`src/rtl/cpu_pkg.sv`:
```
// Shared CPU front-end definitions.
//   - Fetch FSM state encodings (legacy-compatible localparam constants).
//   - Default bubble instruction used by the fetch stage.
package cpu_pkg;

  typedef logic [1:0] fetch_state_t;

  localparam fetch_state_t ST_IDLE    = 2'd0;
  localparam fetch_state_t ST_FETCH   = 2'd1;
  localparam fetch_state_t ST_DISCARD = 2'd2;

  localparam logic [15:0] NOP_INSTR_DEFAULT = 16'h0800;

endpackage

```
`src/rtl/fetch_fifo.sv`:
```
// Small synchronous FIFO holding fetched {pc, instruction} entries.
// Ports:
//   clk_i, rst_ni   - clock, asynchronous active-low reset (empties the FIFO)
//   push_i          - write push_data_i (accepted when not full, or when popping)
//   pop_i           - drop the head entry (ignored when empty)
//   flush_i         - discard all entries; wins over push/pop
//   head_o          - current head entry (valid only when !empty_o)
//   full_o, empty_o - occupancy flags
// DEPTH must be a power of two >= 2 so the pointers wrap naturally.
module fetch_fifo #(
  parameter int unsigned WIDTH = 32,
  parameter int unsigned DEPTH = 2
) (
  input  logic             clk_i,
  input  logic             rst_ni,
  input  logic             push_i,
  input  logic [WIDTH-1:0] push_data_i,
  input  logic             pop_i,
  input  logic             flush_i,
  output logic [WIDTH-1:0] head_o,
  output logic             full_o,
  output logic             empty_o
);

  localparam int unsigned PW = $clog2(DEPTH);
  localparam int unsigned CW = $clog2(DEPTH + 1);
  localparam logic [CW-1:0] CNT_FULL = CW'(DEPTH);

  logic [WIDTH-1:0] mem_q [DEPTH];
  logic [PW-1:0]    rd_ptr_q, rd_ptr_d;
  logic [PW-1:0]    wr_ptr_q, wr_ptr_d;
  logic [CW-1:0]    cnt_q, cnt_d;
  logic             do_push, do_pop;

  assign full_o  = (cnt_q == CNT_FULL);
  assign empty_o = (cnt_q == '0);
  assign head_o  = mem_q[rd_ptr_q];

  assign do_pop  = pop_i & ~empty_o & ~flush_i;
  // A push at full is accepted only when the head leaves in the same cycle.
  assign do_push = push_i & (~full_o | do_pop) & ~flush_i;

  always_comb begin
    rd_ptr_d = rd_ptr_q;
    wr_ptr_d = wr_ptr_q;
    cnt_d    = cnt_q;
    if (flush_i) begin
      rd_ptr_d = '0;
      wr_ptr_d = '0;
      cnt_d    = '0;
    end else begin
      if (do_push) wr_ptr_d = wr_ptr_q + PW'(1);
      if (do_pop)  rd_ptr_d = rd_ptr_q + PW'(1);
      unique case ({do_push, do_pop})
        2'b10:   cnt_d = cnt_q + CW'(1);
        2'b01:   cnt_d = cnt_q - CW'(1);
        default: cnt_d = cnt_q;
      endcase
    end
  end

  always_ff @(posedge clk_i or negedge rst_ni) begin
    if (!rst_ni) begin
      rd_ptr_q <= '0;
      wr_ptr_q <= '0;
      cnt_q    <= '0;
    end else begin
      rd_ptr_q <= rd_ptr_d;
      wr_ptr_q <= wr_ptr_d;
      cnt_q    <= cnt_d;
    end
  end

  always_ff @(posedge clk_i) begin
    if (do_push) mem_q[wr_ptr_q] <= push_data_i;
  end

endmodule

```
`src/rtl/fetch_unit.sv`:
```
// Instruction fetch stage: issues sequential fetches to instruction memory,
// buffers responses in a small FIFO and presents them on the IF/ID register.
// Ports:
//   CLK, RST                  - clock, asynchronous active-low reset
//   imem_req/imem_addr        - fetch request and address (held until ack)
//   imem_ack/imem_rdata       - request accepted, instruction valid this cycle
//   stall_i                   - freeze IF/ID; fetching continues until full
//   redirect_i/redirect_pc_i  - flush and restart at redirect_pc_i (beats stall)
//   step_i                    - single-step pulse
//   out_valid/out_instr/out_pc- IF/ID contents; out_pc = instruction addr + 1
// Build option: define FETCH_SINGLE_STEP_EN to advance IF/ID only on a rising
// edge of step_i; otherwise step_i is ignored.
module fetch_unit
  import cpu_pkg::*;
#(
  parameter int unsigned        ADDR_W    = 16,
  parameter int unsigned        INSTR_W   = 16,
  parameter logic [ADDR_W-1:0]  RESET_PC  = '0,
  parameter logic [INSTR_W-1:0] NOP_INSTR = INSTR_W'(NOP_INSTR_DEFAULT),
  parameter int unsigned        QDEPTH    = 2
) (
  input  logic               CLK,
  input  logic               RST,
  output logic               imem_req,
  output logic [ADDR_W-1:0]  imem_addr,
  input  logic               imem_ack,
  input  logic [INSTR_W-1:0] imem_rdata,
  input  logic               stall_i,
  input  logic               redirect_i,
  input  logic [ADDR_W-1:0]  redirect_pc_i,
  input  logic               step_i,
  output logic               out_valid,
  output logic [INSTR_W-1:0] out_instr,
  output logic [ADDR_W-1:0]  out_pc
);

  localparam int unsigned EW = ADDR_W + INSTR_W;

  fetch_state_t       state_q, state_d;
  logic [ADDR_W-1:0]  fetch_pc_q, fetch_pc_d;
  logic [ADDR_W-1:0]  disc_pc_q, disc_pc_d;
  logic [ADDR_W-1:0]  pc_inc;
  logic               out_valid_q, out_valid_d;
  logic [INSTR_W-1:0] out_instr_q, out_instr_d;
  logic [ADDR_W-1:0]  out_pc_q, out_pc_d;
  logic               fifo_push, fifo_pop, fifo_full, fifo_empty;
  logic [EW-1:0]      fifo_head;
  logic               advance;

`ifdef FETCH_SINGLE_STEP_EN
  logic step_q;

  always_ff @(posedge CLK or negedge RST) begin
    if (!RST) step_q <= 1'b0;
    else      step_q <= step_i;
  end

  assign advance = ~stall_i & step_i & ~step_q;
`else
  logic unused_step;

  assign unused_step = step_i;
  assign advance     = ~stall_i;
`endif

  assign pc_inc = fetch_pc_q + ADDR_W'(1);

  // DISCARD keeps presenting the abandoned address until memory acks it.
  assign imem_req  = ((state_q == ST_FETCH) && !fifo_full) || (state_q == ST_DISCARD);
  assign imem_addr = (state_q == ST_DISCARD) ? disc_pc_q : fetch_pc_q;

  assign fifo_push = (state_q == ST_FETCH) && imem_req && imem_ack && !redirect_i;
  assign fifo_pop  = advance && !redirect_i;

  fetch_fifo #(
    .WIDTH(EW),
    .DEPTH(QDEPTH)
  ) u_fifo (
    .clk_i      (CLK),
    .rst_ni     (RST),
    .push_i     (fifo_push),
    .push_data_i({pc_inc, imem_rdata}),
    .pop_i      (fifo_pop),
    .flush_i    (redirect_i),
    .head_o     (fifo_head),
    .full_o     (fifo_full),
    .empty_o    (fifo_empty)
  );

  always_comb begin
    state_d    = state_q;
    fetch_pc_d = fetch_pc_q;
    disc_pc_d  = disc_pc_q;
    unique case (state_q)
      ST_IDLE: state_d = ST_FETCH;
      ST_FETCH: begin
        if (fifo_push) fetch_pc_d = pc_inc;
        if (redirect_i && imem_req && !imem_ack) begin
          state_d   = ST_DISCARD;
          disc_pc_d = fetch_pc_q;
        end
      end
      ST_DISCARD: if (imem_ack) state_d = ST_FETCH;
      default: state_d = ST_IDLE;
    endcase
    if (redirect_i) fetch_pc_d = redirect_pc_i;
  end

  always_comb begin
    out_valid_d = out_valid_q;
    out_instr_d = out_instr_q;
    out_pc_d    = out_pc_q;
    if (redirect_i) begin
      out_valid_d = 1'b0;
      out_instr_d = NOP_INSTR;
    end else if (advance) begin
      if (!fifo_empty) begin
        {out_pc_d, out_instr_d} = fifo_head;
        out_valid_d = 1'b1;
      end else begin
        out_valid_d = 1'b0;
        out_instr_d = NOP_INSTR;
      end
    end
  end

  always_ff @(posedge CLK or negedge RST) begin
    if (!RST) begin
      state_q     <= ST_IDLE;
      fetch_pc_q  <= RESET_PC;
      disc_pc_q   <= RESET_PC;
      out_valid_q <= 1'b0;
      out_instr_q <= NOP_INSTR;
      out_pc_q    <= RESET_PC;
    end else begin
      state_q     <= state_d;
      fetch_pc_q  <= fetch_pc_d;
      disc_pc_q   <= disc_pc_d;
      out_valid_q <= out_valid_d;
      out_instr_q <= out_instr_d;
      out_pc_q    <= out_pc_d;
    end
  end

  assign out_valid = out_valid_q;
  assign out_instr = out_instr_q;
  assign out_pc    = out_pc_q;

endmodule

```
`config.mk`:
```
export PLATFORM = sky130hd
export DESIGN_NAME = fetch_unit
export DESIGN_NICKNAME = d
export VERILOG_FILES = /design/src/rtl/cpu_pkg.sv /design/src/rtl/fetch_fifo.sv /design/src/rtl/fetch_unit.sv
export SDC_FILE = /design/constraint.sdc
export NUM_CORES = 1
export LEC_CHECK = 0
export ABC_AREA = 1
export BUFFER_PORTS_ARGS = -buffer_cell sky130_fd_sc_hd__buf_2
export CAP_MARGIN = 10
export CORE_ASPECT_RATIO = 0.9
export CORE_MARGIN = 1.5
export CORE_UTILIZATION = 53
export CTS_BUF_LIST = sky130_fd_sc_hd__clkbuf_8
export DETAILED_ROUTE_END_ITERATION = 10
export PLACE_DENSITY = 0.86
export SLEW_MARGIN = 25
export SYNTH_ARGS = -nofsm -noshare
export SYNTH_HDL_FRONTEND = slang
export SYNTH_HIERARCHICAL = 1
export SYNTH_SLANG_ARGS = --single-unit
```
`constraint.sdc`:
```
create_clock -name CLK -period 2.8 [get_ports CLK]
set_input_delay 0.56 -clock CLK [delete_from_list [all_inputs] [get_ports CLK]]
set_output_delay 0.56 -clock CLK [all_outputs]
set_load 0.01 [all_outputs]
```
==> reports/qor.yml <==
crit_slowest_cell: "dfrtp_1"
io_buffers: 86
startpoint_type: "flop"
drt_pass1_iterations: 5
ir_drop_v: 0.000548
cap_violations: 0
worstPathMaxFanout: 34
cts_resized: 0
rows: 36
maxSlewViolCount: 0
synth_cell_types: 37
clk_pin_slew_ps: 80
ff_latch_area_sq_um: 3700
max_stage_delay_ps: 350
dp_cells: 819
die-width_microns: 115
dpl-instance-area_sq_um: 6510
drc: 0
vias: 4422
fmax_mhz: 460
ys.flop_type: "dfrtp_1"
skew_ps: 14.5
synth_seq_cells: 135
insertion_delay_ps: 440
numCtsBuffers: 17
multi_input_area_sq_um: 1930
syn_avg_cell_area_sq_um: 10.0
path_delay_family: "buffers and inverters"
preCtsSetupSlack_ps: 451
postSynthCellCount: 594
hold_viol_final: 0
synth_edf_count: 64
synthesis.nets: 633
fin_total_pwr_mw: 5.49
grt-ovfl-total: 0
cts_buffer_depth: 2
crit_required_ps: 2240
root_buffer: "clkbuf_8"
setup_viol: 0
drive_above_1_share_pct: 24.9
drt_iter0_drc: 411
hold_path.class: "input port to async pin"
crit_path_cell_trace: "inv_1 > nand2_1 > buf_4 > nor2_1 > a21oi_1 > buf_2"
fin_ws_ps: 624
leakage_nw: 3.22
wl_per_cell_microns: 15.0
area_growth_pct: 14.8
start_util_pct: 54.6
viasPerCell: 5.20
path_buf_inv: 3
die_h_microns: 104
cp-end-kind: "output pin"
htree_levels: 4
ys.warnings.count: 6
dieArea_sq_um: 11900
cts.sinks: 135
power.density_nw_per_um2: 804
core_area_sq_um: 10900
finalCriticalPeriod_ps: 2180
worstMarginPinSlew_ps: 685
grt_pass1_vias: 4281
grt_first_pass_wirelength_microns: 20900
final_common_cell: "nand2_1"
grt_max_degree: 35
slew_headroom_pct: 54.3
fillerInstances: 878
worstRegToRegCells: 9
cts_tree: "built"
post-route-period-util_pct: 77.7
cts_hold_buf: 0
ys_seq_area_share_pct: 62.2
grt_usage_pct: 23.0
fin_nets: 725
hpwl_microns: 8800
fin_tns_setup_ps: 0
final_area_sq_um: 6830
wl_microns: 12800
ys_async_sr_fraction_pct: 52.6
gp_congestion: 0.851
n_antenna_cell: 0
critical_path_depth: 6
rsz0062_at_grt: "false"
ioPinCount: 88
crit_arrival_ps: 1620
postRouteAntennaNets: 0
status: "completed"
instances_no_fill: 851
cts_setup_buffers: 0
antenna_found_initial: 0
syn-cell-area_sq_um: 5950
setup.worst_path.class: "flop to output pin"
most-common-layout-cells: "nand2_1 (214), buf_2 (86), dfrtp_1 (70), edfxtp_1 (64), nand3_1 (52)"
-- state kept, by name, summed over array words and instances (netlist names) --
name and count:
state_q 2, u_fifo/wr_ptr_q 1, u_fifo/mem_q 64, u_fifo/cnt_q 2, fetch_pc_q 16, out_valid 1
out_pc 16, out_instr 16, u_fifo/rd_ptr_q 1, disc_pc_q 16
-- final cells by class --
| type | instances | area share (%) |
|---|---|---|
| Sequential cell | 135 | 54.2 |
| Multi-Input combinational cell | 397 | 28.3 |
| Timing Repair Buffer | 97 | 7.69 |
| Clock buffer | 17 | 3.43 |
| Tap cell | 152 | 2.78 |
| Inverter | 38 | 2.34 |
| Clock inverter | 15 | 1.28 |
-- per-stage QoR --
step / hold slack (ps) / utilization [%]
4_1_cts: 158 / 62.7
3_5_place_dp: 471 / 59.7
6_report: 154 / 62.7
3_3_place_gp: 465 / 59.7
5_1_grt: 177 / 62.7
2_1_floorplan: 264 / -
-- worst register-to-register path, delay by kind of cell, from the launching register on --
family	cells	cell delay, ps
buffers and inverters	4	620
flip-flops	1	440
AND/OR/NAND/NOR	5	610
-- where the power goes --
group	leakage, nW	internal (mW)	switching [mW]
Clock	0.163	0.593	0.742
Combinational	1.58	0.554	0.895
Sequential	1.47	2.48	0.230
Total	3.22	3.63	1.87
-- cell families (layout without fill, tap and decap cells) --
logic type,Yosys count,count (layout),synth area share (%)
multiplexers,16,16,3.03
AO/OA/AOI/OAI,52,52,5.38
adder cells (fa/ha/maj),1,1,0.210
buffers and inverters,62,167,5.34
flip-flops,135,135,62.2
AND/OR/NAND/NOR,321,321,22.8
XOR/XNOR,7,7,1.03
-- worst paths after layout --
path,start,slack (ps),end
setup / recovery,state_q[0],620,imem_addr[7]
hold / removal,RST,150,disc_pc_q[14]
setup reg to reg,u_fifo/cnt_q[0],770,u_fifo/mem_q[0][24]
hold reg to reg,disc_pc_q[13],490,disc_pc_q[13]
max in group asynchronous,RST,1900,out_instr[11]
min in group CLK,imem_rdata[12],310,u_fifo/mem_q[1][12]
-- synthesized netlist by cell type, types with 3 or more instances --
cell      number  share of area, %
a21oi_1       17               1.4
buf_2          6              0.50
buf_6          7               1.3
clkbuf_1       7              0.44
dfrtp_1       70                29
edfxtp_1      64                32
inv_1         31               2.0
inv_2          3              0.19
mux2_2        16               3.0
nand2_1      214                14
nand2_2        5              0.53
nand3_1       52               4.4
nand4_1        5              0.53
nor2_1        32               2.0
nor2_2         5              0.53
o211ai_1       4              0.50
o21ai_0       11              0.93
o21ai_1        7              0.59
o21ai_2       10               1.5
xor2_1         7               1.0
-- per-layer routing --
layer,wire (microns),track usage [%],vias up
li1,-,-,2144
met1,5560,31.1,2093
met2,6150,36.5,176
met3,998,6.26,9
met4,91,7.14,0
met5,0,0,-
No activity file was read; power rests on OpenSTA's default activity.
